## config.mk

```make
export PLATFORM = sky130hd
export DESIGN_NAME = frame_decrypter
export DESIGN_NICKNAME = d
export VERILOG_FILES = /design/src/rtl/frame_decrypter.sv
export SDC_FILE = /design/constraint.sdc
export NUM_CORES = 1
export LEC_CHECK = 0
export CORE_MARGIN = 4
export CORE_UTILIZATION = 50
export CTS_BUF_LIST = sky130_fd_sc_hd__clkbuf_16
export DETAILED_ROUTE_END_ITERATION = 10
export PLACE_DENSITY_LB_ADDON = 0.05
export SYNTH_ARGS = -nofsm -noshare
export SYNTH_HDL_FRONTEND = slang
export SYNTH_SLANG_ARGS = --single-unit
```

## constraint.sdc

```tcl
create_clock -name clk -period 2.5 [get_ports clk]
set_input_delay 0.375 -clock clk [delete_from_list [all_inputs] [get_ports clk]]
set_output_delay 0.375 -clock clk [all_outputs]
set_load 0.02 [all_outputs]
```

## src/rtl/frame_decrypter.sv

```systemverilog
// rtl/frame_decrypter.sv - streams one frame from a source buffer to a destination buffer with a per-pixel transform
//
// Purpose: reads FRAME_PIXELS pixels in address order, applies the transform
// selected at frame start (bypass, XOR with key, masked substitute) and writes
// each pixel to the same address, RD_LAT+1 cycles after its read strobe.
//
// Ports:
//   clk, reset          clock, synchronous active-low reset
//   start, abort        begin a frame (IDLE only) / terminate the current frame
//   mode, key           transform select and key / substitute value
//   match_mask/val      substitute compare mask and value
//   rd_en/rd_addr       source read strobe and address
//   rd_data             source pixel, valid RD_LAT cycles after rd_en
//   wr_en/wr_addr/data  destination write strobe, address and pixel
//   busy, done          frame in progress / one-cycle completion pulse
//   frame_cnt           completed frame count, wraps at 256

module frame_decrypter #(
    parameter int DATA_W       = 8,
    parameter int ADDR_W       = 15,
    parameter int FRAME_PIXELS = 30625,
    parameter int RD_LAT       = 1
) (
    input  logic              clk,
    input  logic              reset,
    input  logic              start,
    input  logic              abort,
    input  logic [1:0]        mode,
    input  logic [DATA_W-1:0] key,
    input  logic [DATA_W-1:0] match_mask,
    input  logic [DATA_W-1:0] match_val,
    input  logic [DATA_W-1:0] rd_data,
    output logic              rd_en,
    output logic [ADDR_W-1:0] rd_addr,
    output logic              wr_en,
    output logic [ADDR_W-1:0] wr_addr,
    output logic [DATA_W-1:0] wr_data,
    output logic              busy,
    output logic              done,
    output logic [7:0]        frame_cnt
);

    typedef enum logic [1:0] {S_IDLE, S_RUN, S_DRAIN} state_t;

    localparam logic [ADDR_W-1:0] LAST = ADDR_W'(FRAME_PIXELS - 1);

    state_t              r_state;
    state_t              w_next;
    logic [1:0]          r_mode;
    logic [DATA_W-1:0]   r_key;
    logic [DATA_W-1:0]   r_mask;
    logic [DATA_W-1:0]   r_val;
    // r_vld[k] marks a read issued k+1 cycles ago; the top bit lines up with rd_data
    logic [RD_LAT-1:0]   r_vld;
    logic [ADDR_W-1:0]   r_wr_next;
    logic                w_accept;
    logic                w_cap;
    logic                w_cap_last;
    logic [DATA_W-1:0]   w_xform;

    assign w_accept   = (r_state == S_IDLE) && start && !abort;
    // abort drops whatever is still in flight, including a capture in the same cycle
    assign w_cap      = r_vld[RD_LAT-1] && !abort;
    assign w_cap_last = w_cap && (r_wr_next == LAST);

    always_comb begin
        w_xform = rd_data;
        case (r_mode)
            2'b01:   w_xform = rd_data ^ r_key;
            2'b10:   if ((rd_data & r_mask) == (r_val & r_mask)) w_xform = r_key;
            default: w_xform = rd_data;
        endcase
    end

    always_comb begin
        w_next = r_state;
        case (r_state)
            S_IDLE:  if (start && !abort) w_next = S_RUN;
            S_RUN: begin
                if (abort)                w_next = S_IDLE;
                else if (rd_addr == LAST) w_next = S_DRAIN;
            end
            // done is high during the write of the last pixel, so leave on that cycle
            S_DRAIN: if (abort || done)   w_next = S_IDLE;
            default:                      w_next = S_IDLE;
        endcase
    end

    always_ff @(posedge clk) begin
        if (!reset) begin
            r_state   <= S_IDLE;
            r_mode    <= '0;
            r_key     <= '0;
            r_mask    <= '0;
            r_val     <= '0;
            r_vld     <= '0;
            r_wr_next <= '0;
            rd_en     <= 1'b0;
            rd_addr   <= '0;
            wr_en     <= 1'b0;
            wr_addr   <= '0;
            wr_data   <= '0;
            busy      <= 1'b0;
            done      <= 1'b0;
            frame_cnt <= '0;
        end else begin
            r_state <= w_next;
            rd_en   <= (w_next == S_RUN);
            busy    <= (w_next != S_IDLE);
            wr_en   <= w_cap;
            done    <= w_cap_last;

            if (w_accept) begin
                r_mode    <= mode;
                r_key     <= key;
                r_mask    <= match_mask;
                r_val     <= match_val;
                rd_addr   <= '0;
                r_wr_next <= '0;
            end else if (r_state == S_RUN && w_next == S_RUN) begin
                rd_addr <= rd_addr + ADDR_W'(1);
            end

            if (abort) begin
                r_vld <= '0;
            end else begin
                r_vld[0] <= rd_en;
                for (int i = 1; i < RD_LAT; i++) r_vld[i] <= r_vld[i-1];
            end

            if (w_cap) begin
                wr_addr <= r_wr_next;
                wr_data <= w_xform;
                if (r_wr_next != LAST) r_wr_next <= r_wr_next + ADDR_W'(1);
            end

            if (w_cap_last) frame_cnt <= frame_cnt + 8'd1;
        end
    end

endmodule
```

==> impl_metrics.yaml <==
status:
  status: "completed"
critical_path:
  r2r_setup_slack_ns: 0.38
  rr_endpoint: "r_wr_next[10]"
  end_kind: "flip-flop"
  critPathKind: "flip-flop to flip-flop"
  worst-path-max-fanout: 15
  required_ns: 2.77
  crit_path_start_kind: "flip-flop"
  ff2ff_path_depth: 7
  rr_startpoint: "r_wr_next[0]"
  arrival_ns: 2.39
finish:
  syn_to_final_growth_pct: 28.24
  post_layout_nonfiller_instances: 741
  antenna_cells: 0
  final_area_um2: 5818
  final_nets: 673
  final_util_pct: 66.39
  layout-drive-gt1-share_pct: 7.741
cts:
  clkLatencyLatePin_ns: 0.34
  cts_max_level: 3
  cts.sinks: 94
  cts_tree: "built"
  clk_pin_slew_worst_paths_ns: 0.06
  cts_made_buffers: 9
  cts_hold_buf: 0
  cts_resized: 0
  cts-root-buf: "clkbuf_16"
  post-cts-setup-buffers: 0
  clockBufferDepth: 2
hold_path:
  hold_end: "wr_addr[11]"
  hp-class: "flip-flop to flip-flop"
  hold_depth: 2
  min_from: "wr_addr[11]"
floorplan:
  io_pins: 88
  initial_utilization_pct: 51.77
  die_y_um: 103.3
  rows: 34
  die_w_um: 103.3
  die_area_um2: 10660
  coreArea_um2: 8763
timing:
  whs_ns: 0.4550
  timing.final.hold_violations: 0
  slew_headroom_pct: 54.06
  setup_viol: 0
  worstMarginPinSlew_ns: 0.6866
  finalSetupTns_ns: 0
  rsz0062_at_grt: "false"
  fin_crit_sh_pct: 84.86
  finalClockSkew_ns: 0.006591
  period_needed_ns: 2.121
  setup_ws_ns: 0.3786
  max_freq_mhz: 471.4
  drv_slew: 0
route:
  drt-initial-drc-count: 167
  wirelength_mm: 11.93
  vias: 4277
  vias_per_cell: 5.772
  drc: 0
  first_pass_iters: 4
  ant_nets: 0
  wl_per_cell_um: 16.09
synth:
  ys_seq_area_share_pct: 41.48
  async_flop_share_pct: 0
  syn_area_per_cell_um2: 8.249
  yosysWarnings: 0
  netlist_area_um2: 4537
  dominantRegCellSynth: "dfxtp_1"
  synth_cell_types: 51
  synth_area_leader_cell: "dfxtp_1"
  yosysMostFrequentCell: "nand2_1"
  synth_seq_cells: 94
  synthTopCellsByCount: "nand2_1 (102), dfxtp_1 (94), a21oi_1 (72), nor2_1 (31), clkbuf_1 (25)"
  synth_edf_count: 0
  synth_top_area_share_pct: 41.48
  syn_nets: 595
  synthCells: 550
  yosys-top-cells-area: "dfxtp_1 (41%), nand2_1 (8.4%), a21oi_1 (7.9%)"
job:
  cap_viol_max_count: 0
global_routing:
  grt_max_degree: 44
  track_usage_pct: 22.91
  grt_pass1_wl_mm: 19.27
  antenna_found_initial: 0
  grt_overflow: 0
  grt_pass1_vias: 4072
placement:
  dp_slack_ns: 0.1864
  dp.cells: 725
  place_hpwl_mm: 8.269
  placed_cell_area_um2: 5550
  portBuffers: 87
  place.gp.congestion: 0.8352
power:
  power_mw: 3.069
  p_leak_nw: 2.016
  power_density_nw_per_um2: 527.5
  ir_drop_uv: 321.0
[area by class of cell]
cell class | instances | area [µm²]
inverter | 12 | 45.04
fill | 767 | 2945
timing repair buffer | 102 | 1008
multi-input combinational | 409 | 2480
clock inverter | 7 | 42.54
clock buffer | 9 | 225.2
tap | 108 | 135.1
sequential | 94 | 1882
[routing by layer]
layer,share of wire (%),routed length (µm),track usage (%)
met5,0,0,0
met4,1.5,177,7.470
met3,5.7,684,4.963
met2,47,5559,36.95
met1,46,5504,30.69
[where the power goes]
| part | internal [mW] | switching, mW |
|---|---|---|
| Sequential | 1.52 | 0.0225 |
| Clock | 0.665 | 0.581 |
| Combinational | 0.128 | 0.150 |
[worst max-delay path, cell delays in order (launching register included)]
cell	delay, ns
dfxtp_1	0.46
inv_1	0.07
ha_1	0.21
and4bb_2	0.26
a41o_1	0.39
nor3_1	0.39
nand3b_1	0.12
a21oi_1	0.16
[cell families (layout without fill, tap and decap cells)]
group                      after synthesis  after routing  share of synthesized area [%]
muxes                                    9              9                          2.206
and+or+nand+nor                        235            235                          27.63
xor gates and xnor gates                33             33                          6.371
AOI/OAI and AO/OA                      125            125                          16.27
adders and majority gates                7              7                          1.930
DFF                                     94             94                          41.48
buffers and inverters                   47            130                          4.109
[state kept, by name (all words and copies together) (netlist names), 8 cells and up]
register and count:
frame_cnt 8, wr_addr 15, r_val 8, r_key 8
r_wr_next 15, r_mask 8, rd_addr 15, wr_data 8
[cell usage in the layout, fill, tap and decap left out, drive strengths merged, types with 8 or more instances in the layout]
cell           count
nand2            102
dfxtp             94
clkdlybuf4s50     87
a21oi             72
nor2              31
nand3             21
o21ai             20
xor2              18
xnor2             15
buf               15
inv               13
nand4b            11
nor3              10
nand4             10
nand4bb            9
clkbuf             9
a211o              8
o2111ai            8
mux2               8
[how the worst max path moves through the flow]
stage                 startpoint             to  slack, ns  cells past startpoint
finish              r_wr_next[0]  r_wr_next[10]       0.38                      7
detailed placement    rd_data[0]     wr_data[7]       0.19                      6
CTS                 r_wr_next[0]  r_wr_next[10]       0.38                      7
global placement           abort    rd_addr[10]       0.26                      6
global route        r_wr_next[0]  r_wr_next[10]       0.21                      7
floorplan             rd_addr[5]           busy       0.56                      5
(Power assumes the default switching activity.)
